<file path="config.mk">
export PLATFORM = sky130hd
export DESIGN_NAME = output_drain_buffer_flat
export DESIGN_NICKNAME = d
export VERILOG_FILES = /design/src/rtl/accel_pkg.sv /design/src/rtl/output_drain_buffer_if.sv /design/src/rtl/drain_skid_fifo.sv /design/src/rtl/output_drain_buffer.sv /design/src/flat_wrapper.sv
export SDC_FILE = /design/constraint.sdc
export NUM_CORES = 2
export LEC_CHECK = 0
export BUFFER_PORTS_ARGS = -buffer_cell sky130_fd_sc_hd__buf_2
export CAP_MARGIN = 10
export CORE_MARGIN = 8
export CORE_UTILIZATION = 50
export CTS_BUF_LIST = sky130_fd_sc_hd__clkbuf_8
export CTS_CLUSTER_DIAMETER = 120
export CTS_CLUSTER_SIZE = 28
export DETAILED_ROUTE_END_ITERATION = 10
export PLACE_DENSITY = 0.66
export REMOVE_ABC_BUFFERS = 1
export SYNTH_ARGS = -nofsm -noshare
export SYNTH_HDL_FRONTEND = slang
export SYNTH_SLANG_ARGS = --single-unit
export TNS_END_PERCENT = 10
</file>
<file path="constraint.sdc">
create_clock -name clk -period 3.3 [get_ports clk]
set_input_delay 0.66 -clock clk [delete_from_list [all_inputs] [get_ports clk]]
set_output_delay 0.66 -clock clk [all_outputs]
set_load 0.1 [all_outputs]
</file>
<file path="src/rtl/accel_pkg.sv">
// Shared accelerator package: default sizes, Q8.8 format constants and the
// drain FSM state encoding used by output_drain_buffer.
package accel_pkg;

  localparam int unsigned DEFAULT_DATA_WIDTH   = 16;
  localparam int unsigned DEFAULT_BUFFER_DEPTH = 256;
  localparam int unsigned DEFAULT_ADDR_WIDTH   = 8;

  // Q8.8 result word format
  localparam int unsigned Q_INT_BITS  = 8;
  localparam int unsigned Q_FRAC_BITS = 8;
  localparam logic [15:0] Q_ONE       = 16'h0100;

  typedef enum logic [1:0] {
    ST_IDLE   = 2'd0,
    ST_STREAM = 2'd1,
    ST_FINISH = 2'd2
  } drain_state_e;

endpackage

</file>
<file path="src/rtl/output_drain_buffer_if.sv">
// Valid/ready stream carrying drained result words.
//   m_valid : word valid (master -> slave)
//   m_ready : slave accepts word (slave -> master)
//   m_data  : result word
//   m_last  : final word of the drain, qualified by m_valid
interface output_drain_buffer_if
  import accel_pkg::*;
#(
  parameter int unsigned DATA_WIDTH = DEFAULT_DATA_WIDTH
);
  logic                  m_valid;
  logic                  m_ready;
  logic [DATA_WIDTH-1:0] m_data;
  logic                  m_last;

  modport master (output m_valid, output m_data, output m_last, input m_ready);
  modport slave  (input m_valid, input m_data, input m_last, output m_ready);
endinterface

</file>
<file path="src/rtl/drain_skid_fifo.sv">
// Two-entry valid/ready skid FIFO. The head register drives the output
// directly so out_valid/out_data are registered and hold during stalls.
//   clk, rst_n         : clock, async active-low reset
//   in_valid, in_data  : push side (caller guarantees room)
//   out_valid, out_ready, out_data : pop side
//   count_c            : current occupancy (0..2)
module drain_skid_fifo #(
  parameter int unsigned WIDTH = 17
) (
  input  logic             clk,
  input  logic             rst_n,
  input  logic             in_valid,
  input  logic [WIDTH-1:0] in_data,
  output logic             out_valid,
  input  logic             out_ready,
  output logic [WIDTH-1:0] out_data,
  output logic [1:0]       count_c
);

  logic [WIDTH-1:0] tail_q;
  logic             tail_vld;
  logic             pop_c;

  assign pop_c   = out_valid & out_ready;
  assign count_c = {1'b0, out_valid} + {1'b0, tail_vld};

  // Head refills from tail first to preserve order; tail only ever holds a
  // word while the head is occupied.
  always_ff @(posedge clk or negedge rst_n) begin
    if (!rst_n) begin
      out_data  <= '0;
      out_valid <= 1'b0;
      tail_q    <= '0;
      tail_vld  <= 1'b0;
    end else if (!out_valid || pop_c) begin
      if (tail_vld) begin
        out_data  <= tail_q;
        out_valid <= 1'b1;
        tail_vld  <= in_valid;
        if (in_valid) tail_q <= in_data;
      end else begin
        out_valid <= in_valid;
        if (in_valid) out_data <= in_data;
      end
    end else if (in_valid) begin
      tail_q   <= in_data;
      tail_vld <= 1'b1;
    end
  end

endmodule

</file>
<file path="src/rtl/output_drain_buffer.sv">
// Result buffer: compute unit writes words by address into a dual-port RAM;
// a start command drains a contiguous (wrapping) address range out over a
// valid/ready stream at up to one word per cycle.
//   clk, rst_n                 : clock, async active-low reset
//   wr_en, wr_addr, wr_data    : result write port (always active)
//   start, base_addr, length   : drain command, sampled only in IDLE
//   busy, done                 : drain in progress / one-cycle completion pulse
//   m_if                       : output stream (m_valid/m_ready/m_data/m_last)
module output_drain_buffer
  import accel_pkg::*;
#(
  parameter int unsigned DATA_WIDTH   = DEFAULT_DATA_WIDTH,
  parameter int unsigned BUFFER_DEPTH = DEFAULT_BUFFER_DEPTH,
  parameter int unsigned ADDR_WIDTH   = DEFAULT_ADDR_WIDTH
) (
  input  logic                  clk,
  input  logic                  rst_n,
  input  logic                  wr_en,
  input  logic [ADDR_WIDTH-1:0] wr_addr,
  input  logic [DATA_WIDTH-1:0] wr_data,
  input  logic                  start,
  input  logic [ADDR_WIDTH-1:0] base_addr,
  input  logic [ADDR_WIDTH:0]   length,
  output logic                  busy,
  output logic                  done,
  output_drain_buffer_if.master m_if
);

  localparam int unsigned CNT_WIDTH = ADDR_WIDTH + 1;

  drain_state_e          state;
  logic [ADDR_WIDTH-1:0] rd_ptr;
  logic [CNT_WIDTH-1:0]  reads_left;
  logic                  rd_vld;
  logic                  rd_last;
  logic [DATA_WIDTH-1:0] rd_data;
  logic [DATA_WIDTH-1:0] mem [BUFFER_DEPTH];

  logic                  issue_c;
  logic                  pop_c;
  logic [1:0]            fifo_count_c;
  logic                  fifo_valid;
  logic [DATA_WIDTH:0]   fifo_out;

  assign pop_c = fifo_valid & m_if.m_ready;

  // Read only when the word can be guaranteed a skid slot. A pop in the same
  // cycle frees a slot, which is what keeps the stream at one word per cycle.
  assign issue_c = (state == ST_STREAM) && (reads_left != '0) &&
                   (((2'(rd_vld) + fifo_count_c) < 2'd2) || pop_c);

  // RAM: read-first on address collision; contents are never reset.
  always_ff @(posedge clk) begin
    if (wr_en)   mem[wr_addr] <= wr_data;
    if (issue_c) rd_data      <= mem[rd_ptr];
  end

  // Drain FSM and read pipeline tracking.
  always_ff @(posedge clk or negedge rst_n) begin
    if (!rst_n) begin
      state      <= ST_IDLE;
      busy       <= 1'b0;
      done       <= 1'b0;
      rd_ptr     <= '0;
      reads_left <= '0;
      rd_vld     <= 1'b0;
      rd_last    <= 1'b0;
    end else begin
      rd_vld  <= issue_c;
      rd_last <= issue_c && (reads_left == CNT_WIDTH'(1));
      case (state)
        ST_IDLE: begin
          done <= 1'b0;
          if (start) begin
            if (length != '0) begin
              rd_ptr     <= base_addr;
              reads_left <= length;
              busy       <= 1'b1;
              state      <= ST_STREAM;
            end else begin
              done  <= 1'b1;
              state <= ST_FINISH;
            end
          end
        end
        ST_STREAM: begin
          if (issue_c) begin
            rd_ptr     <= rd_ptr + ADDR_WIDTH'(1);
            reads_left <= reads_left - CNT_WIDTH'(1);
          end
          if (pop_c && m_if.m_last) begin
            busy  <= 1'b0;
            done  <= 1'b1;
            state <= ST_FINISH;
          end
        end
        ST_FINISH: begin
          done  <= 1'b0;
          state <= ST_IDLE;
        end
        default: begin
          state <= ST_IDLE;
        end
      endcase
    end
  end

  drain_skid_fifo #(
    .WIDTH (DATA_WIDTH + 1)
  ) u_skid (
    .clk       (clk),
    .rst_n     (rst_n),
    .in_valid  (rd_vld),
    .in_data   ({rd_last, rd_data}),
    .out_valid (fifo_valid),
    .out_ready (m_if.m_ready),
    .out_data  (fifo_out),
    .count_c   (fifo_count_c)
  );

  assign m_if.m_valid = fifo_valid;
  assign m_if.m_last  = fifo_out[DATA_WIDTH];
  assign m_if.m_data  = fifo_out[DATA_WIDTH-1:0];

endmodule

</file>
<file path="src/flat_wrapper.sv">
// flat-port wrapper written by rule: the top's interface ports become plain ports
module output_drain_buffer_flat import accel_pkg::*;
#(
  parameter int unsigned DATA_WIDTH   = DEFAULT_DATA_WIDTH,
  parameter int unsigned BUFFER_DEPTH = DEFAULT_BUFFER_DEPTH,
  parameter int unsigned ADDR_WIDTH   = DEFAULT_ADDR_WIDTH
)
  (clk, rst_n, wr_en, wr_addr, wr_data, start, base_addr, length, busy, done, m_if_m_valid, m_if_m_data, m_if_m_last, m_if_m_ready);
  output_drain_buffer_if #(.DATA_WIDTH(DATA_WIDTH)) m_if_i ();
  input  logic clk;
  input  logic rst_n;
  input  logic wr_en;
  input  logic [ADDR_WIDTH-1:0] wr_addr;
  input  logic [DATA_WIDTH-1:0] wr_data;
  input  logic start;
  input  logic [ADDR_WIDTH-1:0] base_addr;
  input  logic [ADDR_WIDTH:0] length;
  output logic busy;
  output logic done;
  output wire logic [$bits(m_if_i.m_valid)-1:0] m_if_m_valid;
  output wire logic [$bits(m_if_i.m_data)-1:0] m_if_m_data;
  output wire logic [$bits(m_if_i.m_last)-1:0] m_if_m_last;
  input wire logic [$bits(m_if_i.m_ready)-1:0] m_if_m_ready;
  assign m_if_m_valid = m_if_i.m_valid;
  assign m_if_m_data = m_if_i.m_data;
  assign m_if_m_last = m_if_i.m_last;
  assign m_if_i.m_ready = m_if_m_ready;
  output_drain_buffer #(.DATA_WIDTH(DATA_WIDTH), .BUFFER_DEPTH(BUFFER_DEPTH), .ADDR_WIDTH(ADDR_WIDTH)) u_core (.clk(clk), .rst_n(rst_n), .wr_en(wr_en), .wr_addr(wr_addr), .wr_data(wr_data), .start(start), .base_addr(base_addr), .length(length), .busy(busy), .done(done), .m_if(m_if_i));
endmodule
</file>
* Word-level counts from Yosys, hierarchy flattened
Memory sizes are Yosys's and may differ from the RTL's. A register that Yosys moved wholly into a read port is not among the register bits. Index checks and enable logic that the tools add are counted.
Word-level totals: memories kept 1, bits in registers 59, input bits 46, word-level logic and storage cells 76, RAM bits 4096
Memories:
- u_core.mem | words 256, bits a word 16, read ports 1, clocked after memory_dff 1, write ports 1, RTL line output_drain_buffer.sv:37 | logic [DATA_WIDTH-1:0] mem [BUFFER_DEPTH];
Cells by class: order comparisons 1, reduce and logical (&&, ||, !) cells 19, equal/unequal tests 8, $add $sub $neg 4, bitwise operators 1, muxes and demuxes 31
Operators by type and width (number):
- $mux 17 | 5
- $mux 9 | 3
- $mux 8 | 3
- $pmux 9 s2 | 1
- $reduce_bool 9->1 | 2
- $pmux 8 s2 | 1
- $mux 1 | 12
- $eq 9x1->1 const B | 1
- $sub 9x1->9 const B | 1
- $add 8x1->8 const B | 1
- $reduce_and 4->1 | 2
- $mux 2 | 3
- $ne 2x2->1 const B | 3
- $reduce_and 2->1 | 3
- $reduce_bool 2->1 | 3
- $logic_and 1x1->1 | 4
- $ne 2x1->1 const B | 2
- $pmux 2 s2 | 1
- $pmux 1 s3 | 1
- $reduce_bool 3->1 | 1
- $add 1x1->2 | 1
- $add 1x2->2 | 1
- $eq 2x1->1 const B | 1
- $eq 2x2->1 const B | 1
- other kinds (6) | 7

* Longest topological paths before layout
depth in word-level cells 7, mapped depth 12

* Modules after synthesis
From an unflattened synthesis, not the netlist that was laid out.
Second synthesis, totals: cell total of the unflattened synthesis 7414, area total of the unflattened synthesis 161209.6 µm²
Modules (own cells, without submodules):
- output_drain_buffer | area each 159538.0 µm², instances 1, cells an instance 7316
- drain_skid_fifo | area each 1671.6 µm², instances 1, cells an instance 98

* Worst setup path before layout
Ideal clock, no wire load.
path type input port to flip-flop, start point input port wr_addr[3], end point memory u_core.mem[235][0] in the netlist's numbering, enable pin, arrival 2437 ps, stages 6, path slack 475 ps, cells stage by stage clkbuf_1 > nor2b_1 > clkbuf_1 > nand4_1 > clkbuf_1 > nor2_1
RTL lines:
- start: declaration | RTL line flat_wrapper.sv:13 | input logic [ADDR_WIDTH-1:0] wr_addr;
- end: declaration | RTL line output_drain_buffer.sv:37
Straight into the memory's write port.

==> results.toml <==
[floorplanning]
die_height_microns = 585
starting_density_pct = 50.1
floorplan.die.width_microns = 585
top_level_ports = 66
core.rowCount = 209
fp.dieArea_sq_um = 342000
core_region_area_sq_um = 323000

[yosys]
postSynth.topFlopCell = "edfxtp_1"
yosysTopAreaCell = "edfxtp_1"
yosys.area.top_type_share_pct = 76.2
post_synth_instance_area_sq_um = 162000
ys_seq_area_share_pct = 77.2
synth.ff_latch_count = 4171
post_synth_inst_count = 7426
synth-async-reset-ratio_pct = 1.41
yosysWarnings = 0
synth_top_cells_by_area = "edfxtp_1 (76%), mux4_2 (12%), mux2i_1 (2.3%)"
distinct_cell_type_count_after_synthesis = 88
synthesis.area_per_instance_sq_um = 21.8
synth_edf_count = 4112

[grt]
grt_usage_pct = 27.3
first_global_vias = 81100
grt_start_max_net_pins = 123
wire_length_of_the_first_global_routing_pass_mm = 653
antenna_found_initial = 39
grt_overflow = 0

[cells_and_area]
post_layout_nonfiller_instances = 12700
layout_common_cells = "edfxtp_1 (4,112), buf_4 (841), mux4_2 (840)"
drive_gt1_share_pct = 29.5
layout.cells.most_common = "edfxtp_1"
num-nets-final = 8375
area_growth_pct = 11.0

[sta]
grt_setup_unrepaired = "yes"
worst-slew-pin-transition_ns = 1.39
hold_viol = 0
min_period_ns = 3.36
finalHoldWorstSlack_ns = 0.102
fmax_ghz = 0.297
setup_slack_ns = -0.0620
final-max-slew-violation-count = 0
setup-violations-final = 12
post_route_clock_skew_ns = 0.180
final_min_period_over_clock_period_pct = 102
slew_headroom_pct = 7.07

[placement]
dp_hpwl_mm = 304
place.gp.congestion = 0.903
dp_cells = 12400
buffer_ports.inserted = 65

[clock_tree]
clk_root_buffer_cell = "clkbuf_8"
cts_inserted_buffers = 172
worstSkewPairLatency_ns = 1.15
clock_slew_at_reported_path_ffs_ns = 0.18
cts.sinks = 4171
htreeDepth = 4
cts_tree = "yes"
deepest_clock_path_buffer_count = 4

[status]
violated_checks = "setup timing"
run_status = "finished with violations"

[worst_setup_path]
required_ns = 4.16
path_class = "reg -> reg"
startpoint_type = "register"
critical_path.reg2reg.startpoint = "u_core.rd_ptr[0]"
arrival_ns = 4.22
path_max_fanout = 17
critPathLaunch = "u_core.rd_ptr[0]"
timing.critical_path.to_type = "register"
timing.reg2reg.setup_slack_ns = -0.06

[drt]
route.detailed.wl_per_inst_microns = 37.5
residual_drc = 0
final_antenna_net_count = 0
dr_total_vias = 84200
post_drt_via_cell_ratio = 6.62
detailedRoute.firstPassIterationCount = 9
postRouteWirelength_mm = 477
initialDrtViolationCount = 13300

[worst_hold_path]
hold_path_origin = "wr_data[13]"
hold_class = "in -> reg"

[run]
max_cap_viol_count = 0

[power_and_ir_drop]
vdd.ir_drop.worst_mv = 1.19
power_density_nw_per_um2 = 744
p_leak_nw = 56.3
## synthesized netlist by cell type (all sizes together), types with 20 or more instances
cell type,count
dfrtp,59
nand3,56
mux2,36
a22oi,128
a211oi,28
a22o,41
mux4,905
o21ai,89
nand2,134
nand4,20
a21oi,212
a221oi,102
nor2,314
clkbuf,161
a31oi,26
mux2i,369
edfxtp,4112
o221ai,49
o22ai,47
buf,283
## logic make-up (layout without fill, tap and decap cells)
kind of cell               count (synthesis)  count (layout)  share of synthesized area (%)
and+or+nand+nor                          626             626                           1.71
other                                      0              20                              0
AOI/OAI and AO/OA                        841             841                           3.68
buffers and inverters                    469            1425                           2.12
adders and majority gates                  9               9                         0.0680
muxes                                   1310            1310                           15.3
DFF                                     4171            4171                           77.2
## state kept, by name (all words and copies together) (netlist names), 2 cells and up
register,count
u_core.state,2
u_core.rd_ptr,8
u_core.mem,4096
u_core.reads_left,9
u_core.u_skid.out_data,17
u_core.rd_data,16
u_core.u_skid.tail_q,17
## power breakdown
group	internal, W	leakage, nW	switching [W]
registers	0.0588	37.6	0.000665
logic	0.0223	17.1	0.0318
clock network	0.00505	1.58	0.0150
total	0.0862	56.3	0.0475
## cell type report
class,instances,area (sq um)
clock buffer,177,2440
fill,24000,143000
inverter,20,82.6
antenna,20,50.0
timing repair buffer,1170,11900
clock inverter,58,308
multi-input combinational,2786,34600
sequential,4171,125000
tap,4325,5410
## repair_timing
| item | in CTS | in global routing |
|---|---|---|
| endpoints found under the setup margin | 16 | 16 |
| pin swaps | 15 | 13 |
| setup buffers | 19 | 15 |
| hold buffers | 22 | 0 |
| cloned | 10 | 2 |
| resized for setup | 129 | 61 |
| hold endpoints to repair | 128 | 0 |
## through the flow
stage                     setup slack (ns)   TNS, ns  total power, W  area [sq um]  util, %
final                              -0.0620    -0.395           0.134        180000     55.6
after global routing                -0.123    -0.859           0.137        180000     55.6
after CTS                          -0.0254   -0.0936           0.132        179000     55.4
after detailed placement            -0.859     -4.35           0.111        175000     54.2
after global placement              -0.877     -4.58           0.111        175000     54.2
after floorplan                     -49.74  -1081.85          0.0756        159000        -
## worst max-delay path, cell delays in order (launching register included)
cell and delay, ns:
dfrtp_4 0.52, buf_12 0.18, buf_16 0.16, buf_12 0.16, buf_16 0.19, buf_4 0.16
mux4_2 0.53, a22o_1 0.31, a211oi_2 0.26, a211oi_1 0.16, a211oi_1 0.27, o32ai_1 0.14
## metal layers
layer | GRT usage (%) | vias to the layer above | wire length [microns]
met5 | 0 | - | 179
met4 | 11.1 | 26 | 24400
met3 | 6.36 | 853 | 57200
met2 | 42.4 | 5706 | 220000
met1 | 37.6 | 44700 | 175000
li1 | - | 32900 | -
## worst paths after layout
check,endpoint,depth (start not counted)
max reg2reg,u_core.rd_data[2],11
min in group asynchronous,u_core.done,2
max,u_core.rd_data[2],11
min,u_core.mem[196][13],2
max in group asynchronous,u_core.u_skid.tail_q[7],3
min reg2reg,u_core.done,1
No activity file was read; power rests on OpenSTA's default activity.
